File: src/rtl/pll_seq_ctrl.sv
`default_nettype none
// ============================================================================
// Module  : pll_seq_ctrl
// Brief   : Power-up / lock sequencer for the core PLL, running on the PLL
//           reference clock. It gates the core clock and core reset on lock.
// Revision: 1.0 - initial release
// ============================================================================
module pll_seq_ctrl #(
   parameter int PWRUP_CYC    = 4,
   parameter int SETTLE_CYC   = 16,
   parameter int LOCK_STABLE  = 8,
   parameter int LOCK_TIMEOUT = 64,
   parameter int OFF_CYC      = 8,
   parameter int RST_HOLD     = 4,
   parameter int MAX_RETRY    = 3,
   parameter int CW           = 8
) (
   input  logic       CLK,
   input  logic       RST_N,
   input  logic       pll_req,
   input  logic       lock_det,
   output logic       en_vco,
   output logic       clk_gate_en,
   output logic       core_rst_n,
   output logic       pll_locked,
   output logic       pll_fail,
   output logic [1:0] retry_cnt,
   output logic [2:0] state
);

   typedef enum logic [2:0] {
      S_IDLE      = 3'd0,
      S_PWRUP     = 3'd1,
      S_SETTLE    = 3'd2,
      S_LOCKCHK   = 3'd3,
      S_RETRY_OFF = 3'd4,
      S_RELEASE   = 3'd5,
      S_RUN       = 3'd6,
      S_FAIL      = 3'd7
   } state_t;

   // Every wait starts from a counter load of 0, so it ends at N-1.
   localparam logic [CW-1:0] c_pwrup_last   = CW'(PWRUP_CYC - 1);
   localparam logic [CW-1:0] c_settle_last  = CW'(SETTLE_CYC - 1);
   localparam logic [CW-1:0] c_timeout_last = CW'(LOCK_TIMEOUT - 1);
   localparam logic [CW-1:0] c_off_last     = CW'(OFF_CYC - 1);
   localparam logic [CW-1:0] c_hold_last    = CW'(RST_HOLD - 1);
   localparam logic [CW-1:0] c_lock_stable  = CW'(LOCK_STABLE);
   localparam logic [CW-1:0] c_cnt_max      = '1;
   localparam logic [CW-1:0] c_one          = CW'(1);
   localparam logic [1:0]    c_max_retry    = 2'(MAX_RETRY);

   state_t        r_state;
   state_t        w_state_nxt;
   logic [CW-1:0] r_cnt;
   logic [CW-1:0] w_cnt_nxt;
   logic [CW-1:0] w_cnt_inc;
   logic [CW-1:0] r_stab;
   logic [CW-1:0] w_stab_nxt;
   logic [CW-1:0] w_stab_inc;
   logic [1:0]    r_retry;
   logic [1:0]    w_retry_nxt;
   logic          r_sync1;
   logic          r_sync2;
   logic          r_en_vco;
   logic          r_clk_gate_en;
   logic          r_core_rst_n;
   logic          r_pll_locked;
   logic          r_pll_fail;

   assign w_cnt_inc  = (r_cnt == c_cnt_max) ? r_cnt : r_cnt + c_one;
   assign w_stab_inc = (r_stab == c_cnt_max) ? r_stab : r_stab + c_one;

   always_comb begin
      w_state_nxt = r_state;
      w_cnt_nxt   = w_cnt_inc;
      w_stab_nxt  = '0;
      w_retry_nxt = r_retry;
      if ((r_state != S_IDLE) && !pll_req) begin
         // Dropping the request aborts from anywhere and forgets past retries.
         w_state_nxt = S_IDLE;
         w_cnt_nxt   = '0;
         w_retry_nxt = '0;
      end else begin
         case (r_state)
            S_IDLE: begin
               w_cnt_nxt = '0;
               if (pll_req) w_state_nxt = S_PWRUP;
            end
            S_PWRUP: begin
               if (r_cnt == c_pwrup_last) begin
                  w_state_nxt = S_SETTLE;
                  w_cnt_nxt   = '0;
               end
            end
            S_SETTLE: begin
               if (r_cnt == c_settle_last) begin
                  w_state_nxt = S_LOCKCHK;
                  w_cnt_nxt   = '0;
               end
            end
            S_LOCKCHK: begin
               w_stab_nxt = r_sync2 ? w_stab_inc : '0;
               // Lock is tested first so it wins over a simultaneous timeout.
               if (w_stab_nxt == c_lock_stable) begin
                  w_state_nxt = S_RELEASE;
                  w_cnt_nxt   = '0;
                  w_stab_nxt  = '0;
               end else if (r_cnt == c_timeout_last) begin
                  w_cnt_nxt  = '0;
                  w_stab_nxt = '0;
                  if (r_retry < c_max_retry) begin
                     w_state_nxt = S_RETRY_OFF;
                     w_retry_nxt = r_retry + 2'd1;
                  end else begin
                     w_state_nxt = S_FAIL;
                  end
               end
            end
            S_RETRY_OFF: begin
               if (r_cnt == c_off_last) begin
                  w_state_nxt = S_SETTLE;
                  w_cnt_nxt   = '0;
               end
            end
            S_RELEASE: begin
               if (r_cnt == c_hold_last) begin
                  w_state_nxt = S_RUN;
                  w_cnt_nxt   = '0;
               end
            end
            S_RUN: begin
               w_cnt_nxt = '0;
               if (!r_sync2) w_state_nxt = S_LOCKCHK;
            end
            S_FAIL: begin
               w_cnt_nxt = '0;
            end
            default: begin
               w_state_nxt = S_IDLE;
               w_cnt_nxt   = '0;
            end
         endcase
      end
   end

   // Outputs are decoded from the next state so they align with r_state.
   always_ff @(posedge CLK) begin
      if (!RST_N) begin
         r_sync1       <= 1'b0;
         r_sync2       <= 1'b0;
         r_state       <= S_IDLE;
         r_cnt         <= '0;
         r_stab        <= '0;
         r_retry       <= '0;
         r_en_vco      <= 1'b0;
         r_clk_gate_en <= 1'b0;
         r_core_rst_n  <= 1'b0;
         r_pll_locked  <= 1'b0;
         r_pll_fail    <= 1'b0;
      end else begin
         r_sync1       <= lock_det;
         r_sync2       <= r_sync1;
         r_state       <= w_state_nxt;
         r_cnt         <= w_cnt_nxt;
         r_stab        <= w_stab_nxt;
         r_retry       <= w_retry_nxt;
         r_en_vco      <= (w_state_nxt == S_SETTLE) || (w_state_nxt == S_LOCKCHK) ||
                          (w_state_nxt == S_RELEASE) || (w_state_nxt == S_RUN);
         r_clk_gate_en <= (w_state_nxt == S_RELEASE) || (w_state_nxt == S_RUN);
         r_core_rst_n  <= (w_state_nxt == S_RUN);
         r_pll_locked  <= (w_state_nxt == S_RUN);
         r_pll_fail    <= (w_state_nxt == S_FAIL);
      end
   end

   assign en_vco      = r_en_vco;
   assign clk_gate_en = r_clk_gate_en;
   assign core_rst_n  = r_core_rst_n;
   assign pll_locked  = r_pll_locked;
   assign pll_fail    = r_pll_fail;
   assign retry_cnt   = r_retry;
   assign state       = r_state;

endmodule
`default_nettype wire

File: config.mk
export PLATFORM = sky130hd
export DESIGN_NAME = pll_seq_ctrl
export DESIGN_NICKNAME = d
export VERILOG_FILES = /design/src/rtl/pll_seq_ctrl.sv
export SDC_FILE = /design/constraint.sdc
export NUM_CORES = 1
export LEC_CHECK = 0
export ABC_AREA = 0
export BUFFER_PORTS_ARGS = -buffer_cell sky130_fd_sc_hd__buf_2
export CORE_UTILIZATION = 30
export CTS_CLUSTER_DIAMETER = 200
export CTS_CLUSTER_SIZE = 10
export DETAILED_ROUTE_END_ITERATION = 6
export HOLD_SLACK_MARGIN = 0.05
export PLACE_DENSITY_LB_ADDON = 0.25
export SYNTH_ARGS = -nofsm -noshare
export SYNTH_HDL_FRONTEND = slang
export SYNTH_SLANG_ARGS = --single-unit
File: constraint.sdc
create_clock -name CLK -period 2.5 [get_ports CLK]
set_input_delay 0.25 -clock CLK [delete_from_list [all_inputs] [get_ports CLK]]
set_output_delay 0.25 -clock CLK [all_outputs]
set_load 0.02 [all_outputs]
; ---- Word level (Yosys, flattened, before mapping)
; Index checks and enable logic that the tools add are counted.
; W data, S select, Z words.
[op_classes]
muxes = 20
bitwise_logic = 3
reduce_logical = 13
n_addsub = 3
eq_ne = 19
n_lt_le_gt_ge = 1
[op_table]
columns = cell, n
row1 = $mux W8, 8
row2 = $pmux W8 S5, 1
row3 = $mux W3, 9
row4 = $eq A3 B3 Y1 const B, 7
row5 = $pmux W3 S7, 1
row6 = $add A8 B1 Y8 const B, 2
row7 = $eq A8 B4 Y1 const B, 2
row8 = $eq A8 B8 Y1 const B, 2
row9 = $eq A3 B2 Y1 const B, 4
row10 = $eq A8 B2 Y1 const B, 1
row11 = $eq A8 B3 Y1 const B, 1
row12 = $eq A8 B6 Y1 const B, 1
row13 = $reduce_or A5 Y1, 1
row14 = $logic_or A1 B1 Y1, 4
row15 = $reduce_and A4 Y1, 1
row16 = $reduce_or A2 Y1, 2
row17 = $eq A3 B1 Y1 const B, 1
row18 = $logic_not A3 Y1, 1
row19 = $not A1 Y1, 3
row20 = $reduce_bool A3 Y1, 1
row21 = $reduce_or A3 Y1, 1
row22 = $add A2 B1 Y2 const B, 1
row23 = $lt A2 B2 Y1 const B, 1
row24 = $mux W2, 1
row25 = other kinds (2), 2
[totals]
regBits = 27
inputBits = 4
wordCells = 69
out_inout_bits = 10

; ---- Logic depth before layout (Yosys ltp)
; Gate-level depths: netlist of run 1.
[logic_depth]
ltp_word = 11
mapped_depth = 9

; ---- Worst setup path before layout of run 1
; OpenSTA, ideal clock, no wires.
[synth_timing]
path_kind = register -> register
from = register r_stab[0]
to = register r_retry[1] (netlist: retry_cnt[1])
slack_ps = 344
path_stages_with_launch = 9
arrival_ps = 2024
n_path_buf = 1
t_required_ps = 2368
period_less_slack_ps = 2156
cell_sequence = dfxtp_1 > ha_1 > and4_1 > buf_2 > nand3_1 > o21ba_2 > o311ai_0 > mux2i_1 > nor2_1
[synth_via]
elab_chain_len = 6
[synth_rtl]
columns = element, line
row1 = start: declaration, 58  ; logic [CW-1:0] r_stab;
row2 = start signal: assignment, 166  ; r_stab <= w_stab_nxt;
row3 = $add A8 B1 Y8 / $eq A8 B8 Y1 (equally long branches), 72  ; assign w_stab_inc = (r_stab == c_cnt_max) ? r_stab : r_stab + c_one;
row4 = $mux W8 *, 72
row5 = $mux W8 *, 103  ; w_stab_nxt = r_sync2 ? w_stab_inc : '0;
row6 = $eq A8 B4 Y1 *, 105  ; if (w_stab_nxt == c_lock_stable) begin
row7 = $not A1 Y1 (no line) *, -
row8 = $reduce_and A4 Y1 (no line) *, -
row9 = end signal: assignment, 167  ; r_retry <= w_retry_nxt;
row10 = end: declaration, 61  ; logic [1:0] r_retry;
; Every way passes the cells marked *; elsewhere a longest branch is shown, timed or not.
; A chain may end at the register's enable or synchronous reset.

; ---- Worst setup path after layout of run 1
[layout_timing]
from = register r_stab[0]
to = register r_cnt[1]
[layout_via]
elab_chain_len = 6
[layout_rtl]
columns = element, line
row1 = $add A8 B1 Y8 / $eq A8 B8 Y1 (equally long branches), 72
row2 = $mux W8 *, 72
row3 = $mux W8 *, 103
row4 = $eq A8 B4 Y1 *, 105
row5 = $mux W8 *, 105
row6 = $pmux W8 S5 *, 85  ; case (r_state)
row7 = end signal: assignment, 165  ; r_cnt <= w_cnt_nxt;
row8 = end: declaration, 55  ; logic [CW-1:0] r_cnt;
; Marks and branches as above.

==> metrics.md, run 1 <==
| Metric | Value |
|---|---|
| Power per cell area | 433 nW/um^2 |
| Top-count cell post-synth | sky130_fd_sc_hd__dfxtp_1 |
| Post_cts resized | 0 |
| Die height | 72.2 um |
| Worst Hold Class | primary input to flip-flop |
| Via count of the first global-routing pass | 1136 |
| Number of register bits inferred by synthesis | 27 |
| CTS tree | yes |
| Share of synthesized registers carrying an async set or reset | 0 |
| Number of slew-limit violations in the final report | 0 |
| Util after Layout | 0.359 |
| Final hold violations | 0 |
| Worst setup path class | flip-flop to flip-flop |
| Total negative setup slack | 0 ps |
| Total power draw | 0.000735 W |
| Count of pins on the block boundary | 14 |
| Setup repair after global routing missed its margin | no |
| Top FF cell, synth | sky130_fd_sc_hd__dfxtp_1 |
| Count of inserted antenna diode cells | 0 |
| Cell count after placement | 247 |
| Cell taking the most area after synthesis | sky130_fd_sc_hd__dfxtp_1 |
| Number of enable flip-flop cells after synthesis | 0 |
| Tot GR Track Use | 0.128 |
| Cell types occupying the most area after synthesis | sky130_fd_sc_hd__dfxtp_1, sky130_fd_sc_hd__nor2_1, sky130_fd_sc_hd__nand3_1, sky130_fd_sc_hd__nor3_1, sky130_fd_sc_hd__and3_1 |
| Total of buffers placed on input and output ports | 13 |
| Peak supply drop | 206 uV |
| Routed via count | 1247 |
| Area of the placeable core | 4720 um^2 |
| Site Rows | 25 |
| Transition at the pin with the smallest max-transition slack | 415 ps |
| Number of design rule violations left after detail routing | 2 |
| Setup crit start kind | flip-flop |
| Fraction of layout cells with a size suffix above 1 | 0.196 |
| Area share of the largest cell type after synthesis | 0.366 |
| Number of standard cells in the final layout excluding fillers | 251 |
| Clock tree sinks | 27 |
| Leakage dissipation | 0.641 nW |
| Global-route wire length before repair | 5310 um |
| Number of nets in the synthesized netlist | 175 |
| Cts bufs inserted | 3 |
| Reg power frac | 0.602 |
| Data arrival time of the critical path | 2470 ps |
| Nets | 192 |
| Shortest period the worst path allows | 2320 ps |
| Final setup violation count | 0 |
| CP Max Fanout | 8 |
| Cells after synthesis | 168 |
| Maximum clock insertion buffer count | 2 |
| Via-per-instance ratio | 4.97 |
| Slowest stage cell, crit path | sky130_fd_sc_hd__dfxtp_1 |
| Mean cell area of the mapped netlist | 8.80 um^2 |
| Cell variety after synth | 50 |
| Status | finished, violations left |
| DRT antenna net count | 0 |
| Count of max-cap constraint violations | 0 |
| Die boundary width | 72.2 um |
| Clock root buffer | sky130_fd_sc_hd__clkbuf_8 |
| Final Cycle Share | 0.927 |
| Switching Power | 0.000164 W |
| Final weighted congestion in routability-driven placement | 0.751 |
| First-iteration detailed-routing DRC count | 95 |
| Share of total power in the clock network | 0.332 |
| Internal power | 0.000571 W |
| Required time at the worst-slack endpoint | 2650 ps |
| Fmax achieved | 431 MHz |
| Worst Skew | 3.29 ps |
| Post-detailed-placement half-perimeter wirelength | 2250 um |
| Critical path endpoint category | flip-flop |
| Grt ovf | 0 |
| Delay of the slowest critical-path stage | 410 ps |
| Syn Std Cell Area | 1480 um^2 |
| Switching fraction of total power | 0.223 |
| Largest net degree at the start of global routing | 15 |
| Number of hold buffers added after CTS | 0 |
| Clock transition at path regs | 90 ps |
| CTS H-tree lvls | 1 |
| Detailed-router iteration count before antenna repair | 6 |
| Normalized max-slew margin | 0.720 |
| Share of synthesized area occupied by flip-flops and latches | 0.366 |
| DR WL/cell | 11.9 um |
| Initial Util | 0.313 |
| Area growth from synthesis to layout | 14.8% |
| Ordered list of cells on the worst path | ha_1 > and4_1 > nand3_1 > o21ba_2 > or3_4 > a31oi_4 > nor3_1 |
| Synth warn | 0 |
| Combinational Power Share | 0.066 |
| Initial antenna violation count | 0 |
| Violated checks | DRC |
| Post-CTS setup-driven buffer insertion count | 0 |
| Final Hold Slack | 184 ps |
| Top post-synthesis cells by count | sky130_fd_sc_hd__dfxtp_1, sky130_fd_sc_hd__nor2_1, sky130_fd_sc_hd__nand3_1 |
| Die area | 5210 um^2 |
| Wire length after detailed routing | 2990 um |
| Clock latency at the later pin of the worst-skew pair | 270 ps |
per-stage QoR:
stage | worst slack [ps] | instance area [um^2]
global placement | 150 | 1640
floorplan | 344 | 1480
CTS | 108 | 1680
finish | 182 | 1700
global route | 6.04 | 1700
detailed placement | 109 | 1640
cell usage in the layout (no fill, tap or decap), types with 2 or more instances in the layout:
master	n
sky130_fd_sc_hd__dfxtp_1	27
sky130_fd_sc_hd__buf_4	6
sky130_fd_sc_hd__xnor2_1	4
sky130_fd_sc_hd__and3_1	6
sky130_fd_sc_hd__buf_2	13
sky130_fd_sc_hd__o21ai_0	6
sky130_fd_sc_hd__and4_1	2
sky130_fd_sc_hd__nand3_1	11
sky130_fd_sc_hd__a31oi_1	5
sky130_fd_sc_hd__xor2_1	3
sky130_fd_sc_hd__o21ba_2	2
sky130_fd_sc_hd__clkbuf_8	3
sky130_fd_sc_hd__inv_1	3
sky130_fd_sc_hd__ha_1	3
sky130_fd_sc_hd__a21oi_1	6
sky130_fd_sc_hd__nor3_1	8
sky130_fd_sc_hd__nor3b_1	2
sky130_fd_sc_hd__o211a_1	2
sky130_fd_sc_hd__nor2b_1	2
sky130_fd_sc_hd__nor4bb_1	2
sky130_fd_sc_hd__nor2_1	20
sky130_fd_sc_hd__nand4_1	2
sky130_fd_sc_hd__and2_1	5
sky130_fd_sc_hd__nand2b_1	2
sky130_fd_sc_hd__mux2i_1	3
sky130_fd_sc_hd__nor4_1	4
sky130_fd_sc_hd__nand2_1	7
sky130_fd_sc_hd__a32oi_1	2
final timing paths:
check,from,to,slack [ps],depth (start not counted)
min reg2reg,r_sync1$_SDFF_PN0_,r_sync2$_SDFF_PN0_,440,1
max reg2reg,r_stab[0]$_SDFF_PP0_,r_cnt[1]$_SDFF_PP0_,180,7
min,lock_det,r_sync1$_SDFF_PN0_,180,2
max,r_stab[0]$_SDFF_PP0_,r_cnt[1]$_SDFF_PP0_,180,7
metal layers:
layer	wire length, um	global-route usage
met1	1590	0.188
met3	109	0.0236
met4	19	0.0392
met5	0	0
met2	1270	0.187
cell families after synthesis:
family,after synthesis,share of synthesized area
compound gates,34,0.174
xor+xnor,7,0.0415
fa+ha+maj,3,0.0254
buf+inv,10,0.0305
flops,27,0.366
mux,3,0.0203
simple gates,84,0.342
registers in the layout, indices dropped and copies added (netlist names):
register,cells
state,3
retry_cnt,2
clk_gate_en,1
pll_fail,1
r_stab,8
r_cnt,8
r_sync1,1
r_sync2,1
en_vco,1
pll_locked,1
power by group through the flow:
| stage | combinational (W) | clock [W] | sequential [W] |
|---|---|---|---|
| final | 0.0000485 | 0.000244 | 0.000442 |
| after global routing | 0.0000554 | 0.000278 | 0.000444 |
| after CTS | 0.0000489 | 0.000255 | 0.000442 |
| after detailed placement | 0.0000487 | 0 | 0.000452 |
| after global placement | 0.0000489 | 0 | 0.000453 |
| after floorplan | 0.0000350 | 0 | 0.000450 |
worst max-delay path, delay by kind of cell, from the launching register on:
kind,cells,cell delay (ps)
flops,1,410
fa+ha+maj,1,300
compound gates,2,550
simple gates,4,930
cell type report:
cell class,count,area [um^2]
fill,477,3030
multi-input combinational,131,906
sequential,27,541
timing repair buffer,19,110
tap,67,83.8
clock buffer,4,45.0
inverter,3,11.3
No activity file was read; power rests on OpenSTA's default activity.
==> inputs of run 2 (changes only) <==
- RECOVER_POWER: default -> 100
==> metrics.md, run 2 (same netlist as run 1, synthesis figures left out) <==
| Metric | Value |
|---|---|
| Post-CTS setup-driven buffer insertion count | 0 (unchanged) |
| Setup repair after global routing missed its margin | no |
| Final weighted congestion in routability-driven placement | 0.751 (unchanged) |
| Data arrival time of the critical path | 2480 ps (about the same) |
| Leakage dissipation | 0.588 nW (-8.2%) |
| Maximum clock insertion buffer count | 2 (unchanged) |
| Grt ovf | 0 (unchanged) |
| Clock root buffer | sky130_fd_sc_hd__clkbuf_8 |
| Clock tree sinks | 27 (unchanged) |
| Via count of the first global-routing pass | 1136 (unchanged) |
| Worst Skew | 3.65 ps (+0.360 ps) |
| Final hold violations | 0 (unchanged) |
| Global-route wire length before repair | 5310 um (unchanged) |
| Clock transition at path regs | 90 ps (about the same) |
| Shortest period the worst path allows | 2310 ps (-5.96 ps) |
| Transition at the pin with the smallest max-transition slack | 415 ps (-0.00834 ps) |
| Total of buffers placed on input and output ports | 13 (unchanged) |
| Peak supply drop | 206 uV (about the same) |
| Cell count after placement | 247 (unchanged) |
| Number of slew-limit violations in the final report | 0 (unchanged) |
| Worst setup path class | flip-flop to flip-flop |
| Normalized max-slew margin | 0.720 (about the same) |
| Area growth from synthesis to layout | 13.0% |
| CTS H-tree lvls | 1 (unchanged) |
| Worst hold start | lock_det |
| Nets | 192 (unchanged) |
| Clock latency at the later pin of the worst-skew pair | 270 ps (about the same) |
| Die area | 5210 um^2 (unchanged) |
| Hold path cells | 2 (unchanged) |
| Number of design rule violations left after detail routing | 0 (-2) |
| CP Max Fanout | 6 (-2) |
| Cts bufs inserted | 3 (unchanged) |
| Count of pins on the block boundary | 14 (unchanged) |
| Site Rows | 25 (unchanged) |
| Critical path endpoint category | flip-flop |
| End of the worst register-to-register path | clk_gate_en$_SDFF_PN0_ |
| Final Cycle Share | 0.925 (-0.00238) |
| Largest net degree at the start of global routing | 15 (unchanged) |
| Tot GR Track Use | 0.128 (unchanged) |
| Area of the placeable core | 4720 um^2 (unchanged) |
| Placed instance area | 1640 um^2 (unchanged) |
| Wire length after detailed routing | 3020 um (+1.2%) |
| Count of max-cap constraint violations | 0 (unchanged) |
| R2r worst-path depth | 7 (unchanged) |
| Die boundary width | 72.2 um (unchanged) |
| Final-layout fill cell count | 484 (+1.5%) |
| Setup crit start kind | flip-flop |
| Number of standard cells in the final layout excluding fillers | 251 (unchanged) |
| Top library cells by usage in the layout, fill and taps aside | sky130_fd_sc_hd__dfxtp_1, sky130_fd_sc_hd__nor2_1, sky130_fd_sc_hd__clkbuf_1, sky130_fd_sc_hd__nand3_1, sky130_fd_sc_hd__nor3_1 |
| Routed via count | 1260 (+1.0%) |
| Commonest non-fill, non-tap cell in the layout | sky130_fd_sc_hd__dfxtp_1 |
| Fraction of layout cells with a size suffix above 1 | 0.114 (-0.0815) |
| Required time at the worst-slack endpoint | 2670 ps (+20 ps) |
| Power per cell area | 440 nW/um^2 (+1.6%) |
| Status | completed |
| Initial antenna violation count | 0 (unchanged) |
| Detailed-router iteration count before antenna repair | 4 (-2) |
| CTS tree | yes |
| Final setup violation count | 0 (unchanged) |
| Worst min-delay path endpoint | r_sync1$_SDFF_PN0_ |
| First-iteration detailed-routing DRC count | 93 (-2.1%) |
| Count of inserted antenna diode cells | 0 (unchanged) |
| Area of all placed cells without fillers | 1670 um^2 (-1.6%) |
| Minimum setup slack among reg-to-reg paths | 190 ps (about the same) |
| Via-per-instance ratio | 5.02 (+1.0%) |
| Initial Util | 0.313 (unchanged) |
| Fmax achieved | 433 MHz (+0.26%) |
| Post-detailed-placement half-perimeter wirelength | 2250 um (unchanged) |
| DR WL/cell | 12.0 um (+1.2%) |
| Worst Hold Class | primary input to flip-flop |
| Total negative setup slack | 0 ps (unchanged) |
| DRT antenna net count | 0 (unchanged) |
| Die height | 72.2 um (unchanged) |
| Worst r2r src | r_stab[0]$_SDFF_PP0_ |
==> run 2: how the worst max path moves through the flow <==
| stage | slack [ps] | to | start |
|---|---|---|---|
| after floorplan | 340 | retry_cnt[1]$_SDFFE_PP0P_ | r_stab[0]$_SDFF_PP0_ |
| after global placement | 150 | r_cnt[3]$_SDFF_PP0_ | r_stab[0]$_SDFF_PP0_ |
| after detailed placement | 110 | r_cnt[1]$_SDFF_PP0_ | r_stab[0]$_SDFF_PP0_ |
| after CTS | 110 | r_cnt[1]$_SDFF_PP0_ | r_stab[0]$_SDFF_PP0_ |
| after global routing | 6 | r_cnt[0]$_SDFF_PP0_ | r_stab[0]$_SDFF_PP0_ |
| final | 190 | clk_gate_en$_SDFF_PN0_ | r_stab[0]$_SDFF_PP0_ |
==> run 2: power by group <==
part	total (W)	internal (W)	switching (W)
combinational	0.0000480	0.0000220	0.0000260
sequential	0.000442	0.000434	0.00000800
clock	0.000244	0.000114	0.000130
total	0.000734	0.000570	0.000164
==> run 2: timing repair <==
action | CTS | global route
resized for setup | 0 | 2
hold endpoints to repair | 0 | 0
hold buffers | 0 | 0
endpoints found under the setup margin | 0 | 10
==> run 2: layer usage <==
metal,vias up,part of all wire,track usage
li1,659,-,-
met2,23,0.42,0.187
met1,576,0.53,0.188
met4,0,0.0063,0.0392
met3,2,0.038,0.0236
met5,-,0,0
==> run 2: cell type report <==
cell class	count	area (um^2)	share of cell area
multi-input cells	131	900	0.539
flip-flops and latches	27	541	0.324
repair buffers	19	88.8	0.0532
well taps	67	83.8	0.0502
clock buffers	4	45.0	0.0270
inverters	3	11.3	0.00675
==> run 2: metrics by stage <==
stage | worst slack, ps | hold WS (ps) | utilization | total power (W)
finish | 188 | 184 | 0.353 | 0.000734
global route | 6.04 | 180 | 0.353 | 0.000777
CTS | 108 | 174 | 0.356 | 0.000747
detailed placement | 109 | 422 | 0.347 | 0.000501
global placement | 150 | 414 | 0.347 | 0.000501
floorplan | 344 | 372 | - | 0.000485
==> run 2: critical path, cell delays in order (launching register included) <==
cell	delay (ps)
sky130_fd_sc_hd__dfxtp_1	410
sky130_fd_sc_hd__ha_1	300
sky130_fd_sc_hd__and4_1	320
sky130_fd_sc_hd__nand4_1	160
sky130_fd_sc_hd__a31oi_1	370
sky130_fd_sc_hd__nor4_4	110
sky130_fd_sc_hd__or4_1	410
sky130_fd_sc_hd__o211a_1	130
==> inputs of run 3 (changes only) <==
- CORE_MARGIN: default -> 4
- CORE_UTILIZATION: 30 -> 58
==> metrics.md, run 3 (same netlist as run 1, synthesis figures left out) <==
| Metric | Value |
|---|---|
| First-iteration detailed-routing DRC count | 77 (-17%) |
| Status | completed |
| Transition at the pin with the smallest max-transition slack | 430 ps (+15.5 ps) |
| Nets | 191 (-0.52%) |
| CTS tree | yes |
| Fmax achieved | 431 MHz (-0.38%) |
| Setup crit start kind | flip-flop |
| CP Max Fanout | 6 (unchanged) |
| Critical path endpoint category | flip-flop |
| Normalized max-slew margin | 0.709 (-0.0105) |
| Count of pins on the block boundary | 14 (unchanged) |
| DR WL/cell | 14.6 um (+22%) |
| Setup repair after global routing missed its margin | no |
| Delay of the slowest critical-path stage | 430 ps (+20 ps) |
| Placed instance area | 1580 um^2 (-3.3%) |
| Die boundary width | 58.5 um (-19%) |
| Shortest period the worst path allows | 2320 ps (+8.90 ps) |
| Via-per-instance ratio | 6.20 (+23%) |
| Worst setup path class | flip-flop to flip-flop |
| Initial antenna violation count | 0 (unchanged) |
| Die area | 3420 um^2 (-34%) |
| Leakage dissipation | 0.597 nW (+1.4%) |
| Final Hold Slack | 126 ps (-58.0 ps) |
| Clock transition at path regs | 150 ps (+60 ps) |
| Cts bufs inserted | 3 (unchanged) |
| Via count of the first global-routing pass | 1166 (+2.6%) |
| CTS H-tree lvls | 1 (unchanged) |
| Final Cycle Share | 0.928 (+0.00356) |
| Total of buffers placed on input and output ports | 13 (unchanged) |
| Final weighted congestion in routability-driven placement | 0.803 (+6.9%) |
| Site Rows | 18 (-28%) |
| Number of slew-limit violations in the final report | 0 (unchanged) |
| Area growth from synthesis to layout | 8.81% |
| Worst Hold Class | primary input to flip-flop |
| Number of design rule violations left after detail routing | 0 (unchanged) |
| Total power draw | 0.000685 W (-6.8%) |
| Post-CTS setup-driven buffer insertion count | 0 (unchanged) |
| Data arrival time of the critical path | 2600 ps (+120 ps) |
| Detailed-router iteration count before antenna repair | 4 (unchanged) |
| Peak supply drop | 297 uV (+44%) |
| Required time at the worst-slack endpoint | 2780 ps (+110 ps) |
| Area of the placeable core | 2450 um^2 (-48%) |
| Count of max-cap constraint violations | 0 (unchanged) |
| Tot GR Track Use | 0.204 (+0.0762) |
| Routed via count | 1320 (+4.8%) |
| Fraction of layout cells with a size suffix above 1 | 0.137 (+0.0225) |
| DRT antenna net count | 0 (unchanged) |
| Worst Skew | 11.9 ps (+8.30 ps) |
| Power per cell area | 426 nW/um^2 (-3.2%) |
| Final hold violations | 0 (unchanged) |
| Count of inserted antenna diode cells | 0 (unchanged) |
| Clock root buffer | sky130_fd_sc_hd__clkbuf_4 |
| Grt ovf | 0 (unchanged) |
| Wire length after detailed routing | 3120 um (+3.2%) |
| Slowest stage cell, crit path | sky130_fd_sc_hd__dfxtp_1 |
| Top library cells by usage in the layout, fill and taps aside | sky130_fd_sc_hd__dfxtp_1, sky130_fd_sc_hd__nor2_1, sky130_fd_sc_hd__nand3_1, sky130_fd_sc_hd__clkbuf_1, sky130_fd_sc_hd__nor3_1 |
| Final setup violation count | 0 (unchanged) |
| Die height | 58.5 um (-19%) |
| Ordered list of cells on the worst path | ha_1 > and4_2 > nand3_1 > o21ba_1 > nor4_2 > o21ba_1 > a21boi_0 |
| Top cell by count, worst path | sky130_fd_sc_hd__o21ba_1 |
| Initial Util | 0.602 (+0.289) |
| Total negative setup slack | 0 ps (unchanged) |
| Largest net degree at the start of global routing | 17 (+2) |
| Clock latency at the later pin of the worst-skew pair | 340 ps (+70 ps) |
| Post_cts resized | 0 (unchanged) |
| Number of hold buffers added after CTS | 0 (unchanged) |
| Global-route wire length before repair | 5320 um (+0.11%) |
| Post-detailed-placement half-perimeter wirelength | 2340 um (+4.1%) |
| Cell family contributing the most delay on the critical path | simple AND/OR/NAND/NOR gates |
| Worst path buffer plus inverter count | 0 (unchanged) |
| Clock tree sinks | 27 (unchanged) |
| Area of all placed cells without fillers | 1610 um^2 (-3.7%) |
| Commonest non-fill, non-tap cell in the layout | sky130_fd_sc_hd__dfxtp_1 |
| Maximum clock insertion buffer count | 2 (unchanged) |
[run 3: cell count changes in the layout (fill, tap and decap cells not counted), sizes merged]
| cell | previous run | this run |
|---|---|---|
| buf | 6 | 8 |
| clkinvlp | 0 | 1 |
| clkbuf | 17 | 13 |
[run 3: metal layers]
metal / vias to the layer above / GRT usage / routed length [um]
li1: 661 / - / -
met1: 607 / 0.269 / 1440
met2: 44 / 0.319 / 1390
met3: 8 / 0.0307 / 210
met4: 0 / 0.109 / 80
met5: - / 0 / 0
[run 3: final timing paths]
check | from | end | slack, ps | cells after the start
setup reg to reg | r_stab[0]$_SDFF_PP0_ | pll_fail$_SDFF_PN0_ | 180 | 7
setup / recovery | r_stab[0]$_SDFF_PP0_ | pll_fail$_SDFF_PN0_ | 180 | 7
hold reg to reg | r_sync1$_SDFF_PN0_ | r_sync2$_SDFF_PN0_ | 460 | 1
hold / removal | lock_det | r_sync1$_SDFF_PN0_ | 130 | 2
[run 3: area by class of cell]
type,instances,area [um^2]
Multi-Input combinational cell,131,898
Timing Repair Buffer,18,90.1
Tap cell,30,37.5
Fill cell,218,847
Clock inverter,1,7.51
Clock buffer,3,22.5
Inverter,3,11.3
Sequential cell,27,541
[run 3: worst register-to-register path, delay by kind of cell (launching register included)]
family | cells | cell delay, ps
and+or+nand+nor | 3 | 850
AOI/OAI and AO/OA | 3 | 690
DFF | 1 | 430
adders and majority gates | 1 | 290
[run 3: through the flow]
stage          worst slack, ps   util  std cells
2_1_floorplan              344      -        168
3_3_place_gp               232  0.645        209
3_5_place_dp               123  0.645        209
4_1_cts                   74.4  0.657        213
5_1_grt                   12.2  0.655        213
6_report                   179  0.655        213
[run 3: power by group]
part           switching (W)  total (W)  internal, W
clock               0.000134   0.000196    0.0000614
sequential        0.00000776   0.000443     0.000435
combinational      0.0000258  0.0000460    0.0000202
total               0.000168   0.000685     0.000517
